==> src/rtl/pipe_pkg.sv <==
// Shared pipeline-control types: FSM states, control-output bundle and
// the all-zero control fields loaded into ID/EX when a bubble is inserted.
package pipe_pkg;

  localparam int unsigned REG_W = 5;

  typedef enum logic [1:0] {
    RUN      = 2'd0,
    MEM_WAIT = 2'd1,
    HALTED   = 2'd2
  } state_e;

  localparam logic [1:0] WB_ZERO = 2'b00;
  localparam logic [1:0] M_ZERO  = 2'b00;
  localparam logic [3:0] EX_ZERO = 4'b0000;

  typedef struct packed {
    logic [1:0] wb;
    logic [1:0] m;
    logic [3:0] ex;
  } idex_ctrl_t;

  typedef struct packed {
    logic pc_write;
    logic ifid_write;
    logic ifid_flush;
    logic idex_halt;
    logic idex_bubble;
    logic exmem_halt;
  } hazard_ctrl_t;

  localparam hazard_ctrl_t CTRL_RESET  = '{pc_write: 1'b0, ifid_write: 1'b0, ifid_flush: 1'b0,
                                           idex_halt: 1'b0, idex_bubble: 1'b1, exmem_halt: 1'b0};
  localparam hazard_ctrl_t CTRL_FREEZE = '{pc_write: 1'b0, ifid_write: 1'b0, ifid_flush: 1'b0,
                                           idex_halt: 1'b1, idex_bubble: 1'b0, exmem_halt: 1'b1};
  // A flush replaces IF/ID with a NOP, so the normal load enable stays off.
  localparam hazard_ctrl_t CTRL_FLUSH  = '{pc_write: 1'b1, ifid_write: 1'b0, ifid_flush: 1'b1,
                                           idex_halt: 1'b0, idex_bubble: 1'b1, exmem_halt: 1'b0};
  localparam hazard_ctrl_t CTRL_BUBBLE = '{pc_write: 1'b0, ifid_write: 1'b0, ifid_flush: 1'b0,
                                           idex_halt: 1'b0, idex_bubble: 1'b1, exmem_halt: 1'b0};
  localparam hazard_ctrl_t CTRL_NORMAL = '{pc_write: 1'b1, ifid_write: 1'b1, ifid_flush: 1'b0,
                                           idex_halt: 1'b0, idex_bubble: 1'b0, exmem_halt: 1'b0};

  function automatic idex_ctrl_t bubble_ctrl();
    idex_ctrl_t c;
    c.wb = WB_ZERO;
    c.m  = M_ZERO;
    c.ex = EX_ZERO;
    return c;
  endfunction

endpackage

==> src/rtl/load_use_detect.sv <==
// Combinational load-use compare between the load in ID/EX and the
// source registers of the instruction in IF/ID. Register 0 never hazards.
module load_use_detect #(
  parameter int unsigned REG_W = pipe_pkg::REG_W
) (
  input  logic             idex_memread_i,
  input  logic [REG_W-1:0] idex_rt_i,
  input  logic [REG_W-1:0] ifid_rs_i,
  input  logic [REG_W-1:0] ifid_rt_i,
  output logic             loaduse_o
);

  logic w_rt_nonzero;
  logic w_src_match;

  always_comb begin
    w_rt_nonzero = (idex_rt_i != '0);
    w_src_match  = (idex_rt_i == ifid_rs_i) || (idex_rt_i == ifid_rt_i);
    loaduse_o    = idex_memread_i && w_rt_nonzero && w_src_match;
  end

endmodule

==> src/rtl/hazard_stall_ctrl.sv <==
// Pipeline hazard/stall controller: load-use bubbles, branch flushes, memory
// handshake freeze with timeout into a sticky error, and a stall counter.
module hazard_stall_ctrl #(
  parameter int unsigned REG_W       = pipe_pkg::REG_W,
  parameter int unsigned MEM_TIMEOUT = 255,
  parameter int unsigned CNT_W       = 32
) (
  input  logic             clk_i,
  input  logic             rst_i,
  input  logic             idex_memread_i,
  input  logic [REG_W-1:0] idex_rt_i,
  input  logic [REG_W-1:0] ifid_rs_i,
  input  logic [REG_W-1:0] ifid_rt_i,
  input  logic             branch_taken_i,
  input  logic             mem_req_i,
  input  logic             mem_ack_i,
  output logic             pc_write_o,
  output logic             ifid_write_o,
  output logic             ifid_flush_o,
  output logic             idex_halt_o,
  output logic             idex_bubble_o,
  output logic             exmem_halt_o,
  output logic             err_o,
  output logic [CNT_W-1:0] stall_cnt_o
);

  import pipe_pkg::*;

  localparam int unsigned WaitW = $clog2(MEM_TIMEOUT + 1);
  localparam logic [WaitW-1:0] TimeoutVal = WaitW'(MEM_TIMEOUT);

  state_e           r_state;
  state_e           w_state_nxt;
  logic [WaitW-1:0] r_wait_cnt;
  logic [WaitW-1:0] w_wait_nxt;
  logic [WaitW-1:0] w_wait_inc;
  logic             r_err;
  logic             w_err_set;
  logic [CNT_W-1:0] r_stall_cnt;
  logic             w_freeze;
  logic             w_loaduse;
  logic             w_stall_evt;
  hazard_ctrl_t     w_ctrl;

  load_use_detect #(
    .REG_W (REG_W)
  ) u_load_use_detect (
    .idex_memread_i (idex_memread_i),
    .idex_rt_i      (idex_rt_i),
    .ifid_rs_i      (ifid_rs_i),
    .ifid_rt_i      (ifid_rt_i),
    .loaduse_o      (w_loaduse)
  );

  always_comb begin
    w_freeze = 1'b0;
    unique case (r_state)
      RUN:      w_freeze = mem_req_i && !mem_ack_i;
      MEM_WAIT: w_freeze = !mem_ack_i;
      HALTED:   w_freeze = 1'b1;
      default:  w_freeze = 1'b0;
    endcase
  end

  always_comb begin
    w_state_nxt = r_state;
    w_wait_nxt  = r_wait_cnt;
    w_err_set   = 1'b0;
    w_wait_inc  = r_wait_cnt + 1'b1;
    unique case (r_state)
      RUN: begin
        if (mem_req_i && !mem_ack_i) begin
          w_wait_nxt = WaitW'(1);
          if (MEM_TIMEOUT <= 1) begin
            w_state_nxt = HALTED;
            w_err_set   = 1'b1;
          end else begin
            w_state_nxt = MEM_WAIT;
          end
        end
      end
      MEM_WAIT: begin
        if (mem_ack_i) begin
          w_state_nxt = RUN;
          w_wait_nxt  = '0;
        end else begin
          // The counter holds wait cycles already elapsed; this cycle adds one.
          w_wait_nxt = w_wait_inc;
          if (w_wait_inc >= TimeoutVal) begin
            w_state_nxt = HALTED;
            w_err_set   = 1'b1;
          end
        end
      end
      HALTED:  w_state_nxt = HALTED;
      default: w_state_nxt = RUN;
    endcase
  end

  always_comb begin
    w_stall_evt = w_freeze || (w_loaduse && !branch_taken_i);
    if (!rst_i) begin
      w_ctrl = CTRL_RESET;
    end else if (w_freeze) begin
      w_ctrl = CTRL_FREEZE;
    end else if (branch_taken_i) begin
      w_ctrl = CTRL_FLUSH;
    end else if (w_loaduse) begin
      w_ctrl = CTRL_BUBBLE;
    end else begin
      w_ctrl = CTRL_NORMAL;
    end
  end

  always_ff @(posedge clk_i) begin
    if (!rst_i) begin
      r_state     <= RUN;
      r_wait_cnt  <= '0;
      r_err       <= 1'b0;
      r_stall_cnt <= '0;
    end else begin
      r_state    <= w_state_nxt;
      r_wait_cnt <= w_wait_nxt;
      if (w_err_set) begin
        r_err <= 1'b1;
      end
      if (w_stall_evt && (r_stall_cnt != '1)) begin
        r_stall_cnt <= r_stall_cnt + 1'b1;
      end
    end
  end

  always_comb begin
    pc_write_o    = w_ctrl.pc_write;
    ifid_write_o  = w_ctrl.ifid_write;
    ifid_flush_o  = w_ctrl.ifid_flush;
    idex_halt_o   = w_ctrl.idex_halt;
    idex_bubble_o = w_ctrl.idex_bubble;
    exmem_halt_o  = w_ctrl.exmem_halt;
    err_o         = r_err;
    stall_cnt_o   = r_stall_cnt;
  end

endmodule

==> config.mk <==
export PLATFORM = sky130hd
export DESIGN_NAME = hazard_stall_ctrl
export DESIGN_NICKNAME = d
export VERILOG_FILES = /design/src/rtl/pipe_pkg.sv /design/src/rtl/load_use_detect.sv /design/src/rtl/hazard_stall_ctrl.sv
export SDC_FILE = /design/constraint.sdc
export NUM_CORES = 1
export LEC_CHECK = 0
export BUFFER_PORTS_ARGS = -buffer_cell sky130_fd_sc_hd__buf_2
export CAP_MARGIN = 20
export CELL_PAD_IN_SITES_DETAIL_PLACEMENT = 1
export CELL_PAD_IN_SITES_GLOBAL_PLACEMENT = 1
export CORE_MARGIN = 1.5
export CORE_UTILIZATION = 36
export CTS_CLUSTER_SIZE = 12
export DETAILED_ROUTE_END_ITERATION = 10
export GPL_TIMING_DRIVEN = 0
export MAX_ROUTING_LAYER = met4
export PLACE_DENSITY = 0.82
export SETUP_SLACK_MARGIN = 0.4
export SYNTH_ARGS = -nofsm -noshare
export SYNTH_HDL_FRONTEND = slang
export SYNTH_SLANG_ARGS = --single-unit
==> constraint.sdc <==
create_clock -name clk_i -period 5.68 [get_ports clk_i]
set_clock_uncertainty 0.05 [all_clocks]
set_input_delay 0 -clock clk_i [delete_from_list [all_inputs] [get_ports clk_i]]
set_output_delay 0 -clock clk_i [all_outputs]
set_load 0.01 [all_outputs]
==> results.toml <==
[outcome]
status = "completed"

[clock_network]
cts_hold_buf = 0
tritoncts = "built"
postCtsSetupRepairBufs = 0
clockBufferDepth = 2
cts_htree_levels = 2
cts-resized-gates = 0
clk_pin_slew_worst_paths_ns = 0.09
cts_sinks = 43
clock-root-buffer = "clkbuf_8"
cts-buffers-inserted = 5
clock_latency_ns = 0.30

[final_layout]
regArea_um2 = 861
multi_input_area_um2 = 1380
layout.cells.non_filler = 441
syn2layout_area_growth_pct = 20.1
antennaDiodeCount = 0
final_util = 0.448
fillers = 816
final_cell_area_um2 = 2840
final_nets = 387
layout-drive-gt1-share = 0.212

[timing]
max_freq_ghz = 0.413
relSlewSlack = 0.603
final.period_utilization = 0.427
fin_crit_ns = 2.42
rsz0062_at_grt = "no"
holdWs_ns = 0.0341
drv_slew = 0
finalSetupTns_ns = 0
fin_ws_ns = 3.26
setup_violations = 0
hold_viol_final = 0
worstMarginPinSlew_ns = 0.596

[grt]
grt_remaining_overflow = 0
grt_max_degree = 15
first_global_vias = 2516
grtUsageTotal = 0.208
antenna_found_initial = 0
grt_first_pass_wirelength_um = 11700

[place]
placed_cell_area_um2 = 2760
dp_cells = 433
place.gp.congestion = 0.853
dp_hpwl_um = 5240
portBuffers = 58
post-place-ws_ns = 3.30

[critical_path]
endpoint_kind = "flop"
slowest_delay_ns = 0.47
path_max_fanout = 10
worst-path-buf-inv = 3
rr_worst_depth = 10
cp.arrival_ns = 2.56
cp.required_ns = 5.81
cp_slowest_cell = "nor4_1"
worst-setup-path-type = "flop to flop"
crit_family = "simple AND/OR/NAND/NOR gates"
start_kind = "flop"
worstPathCellList = "ha_1, nand3_1, nor4_1, nand3_1, o211ai_2, buf_6, buf_8, buf_8, mux2i_1, nor2_1"
cp.depth = 10

[pwr]
swShare = 0.275
vdd_drop_max_v = 0.0000932
switching_power_uw = 157
total_leakage_power_nw = 1.03
combinationalPowerShare = 0.109
p_seq_frac = 0.536
clkPwrFrac = 0.355
p_total_uw = 570
internal-power_uw = 414
p_per_area_nw_per_um2 = 201

[drt]
drt_first_pass_iters = 4
vias = 2517
wl_per_cell_um = 16.0
drt_iter0_markers = 90
drc = 0
ant_nets = 0
routed_wl_um = 7060
via_per_inst = 5.71

[min_path]
whs_path_depth = 4
hp-class = "primary input to flop"

[synth]
yosys_warnings = 0
ys.flop_type = "dfxtp_1"
netlist_area_um2 = 2370
ys_top_cells_by_area = "dfxtp_1 (36%), a21oi_1 (7.2%), or3_1 (6.3%), xnor2_1 (4.8%), o21ai_0 (4.2%)"
ys_types = 44
postSynthAreaPerCell_um2 = 7.95
yosysSeqAreaShare = 0.363
synth_area_leader_cell = "dfxtp_1"
synth_top_area_share = 0.363
synth_cells = 298
synth_common_cells = "dfxtp_1 (43), a21oi_1 (34), or3_1 (24), nand2_1 (22), o21ai_0 (20)"
synth_edf_count = 0
async_reset_ff_frac = 0
yosysMostFrequentCell = "dfxtp_1"
synth_seq_cells = 43
syn_nets = 322

[floorplanning]
start_util = 0.373
fp.coreArea_um2 = 6350
rows = 29
pin_count = 60
die_area_um2 = 7070
die_y_um = 84.1
die_x_um = 84.1

[run]
drv_cap = 0
==> worst paths after layout <==
check                      start  slack (ns)              to
setup / recovery  stall_cnt_o[0]        3.26  stall_cnt_o[1]
hold / removal         mem_ack_i        0.03      r_state[0]
setup reg to reg  stall_cnt_o[0]        3.26  stall_cnt_o[1]
hold reg to reg            err_o        0.42           err_o
==> power groups by stage <==
| stage | registers [mW] | clock network, mW | logic (mW) |
|---|---|---|---|
| 2_1_floorplan | 0.312 | 0 | 0.0379 |
| 3_3_place_gp | 0.312 | 0 | 0.0607 |
| 3_5_place_dp | 0.312 | 0 | 0.0623 |
| 4_1_cts | 0.305 | 0.207 | 0.0630 |
| 5_1_grt | 0.306 | 0.219 | 0.0691 |
| 6_report | 0.305 | 0.202 | 0.0624 |
==> state kept, by name (all words and copies together), names as in the netlist <==
signal and flops:
r_state 2, r_wait_cnt 8, err_o 1, stall_cnt_o 32
==> layer usage <==
metal  vias up  track usage  routed length, um
met5         -            -                  0
met4         0       0.0507                 81
met3         8       0.0307                175
met2        35        0.369               3620
met1      1242        0.246               3180
li1       1232            -                  -
==> logic make-up (layout without fill, tap and decap cells) <==
kind of cell | count (synthesis) | in the layout | share of synthesized area
flip-flops | 43 | 43 | 0.363
adder cells (fa/ha/maj) | 3 | 3 | 0.0158
AND/OR/NAND/NOR | 131 | 131 | 0.308
multiplexers | 3 | 3 | 0.0127
AO/OA/AOI/OAI | 80 | 80 | 0.191
XOR/XNOR | 15 | 15 | 0.0555
buffers and inverters | 23 | 89 | 0.0534
==> cell usage in the layout, fill, tap and decap left out, types with 8 or more instances in the layout <==
master   count
a21oi_1     34
buf_2       60
dfxtp_1     43
inv_1        8
nand2_1     22
nand3_1     15
nand4_1     14
nor2_1      18
o21ai_0     20
or3_1       24
or4_1        8
xnor2_1     13
==> worst min-delay path, stage by stage <==
cell and delay, ns:
buf_2 0.09, nor2_1 0.07, nand2_1 0.12, a211oi_1 0.06
==> area by class of cell <==
| cell class | count | area share |
|---|---|---|
| Multi-Input combinational cell | 232 | 0.486 |
| Sequential cell | 43 | 0.303 |
| Timing Repair Buffer | 58 | 0.102 |
| Tap cell | 77 | 0.0339 |
| Buffer | 14 | 0.0326 |
| Clock buffer | 5 | 0.0242 |
| Inverter | 9 | 0.0119 |
| Clock inverter | 3 | 0.00704 |
(Power assumes the default switching activity.)
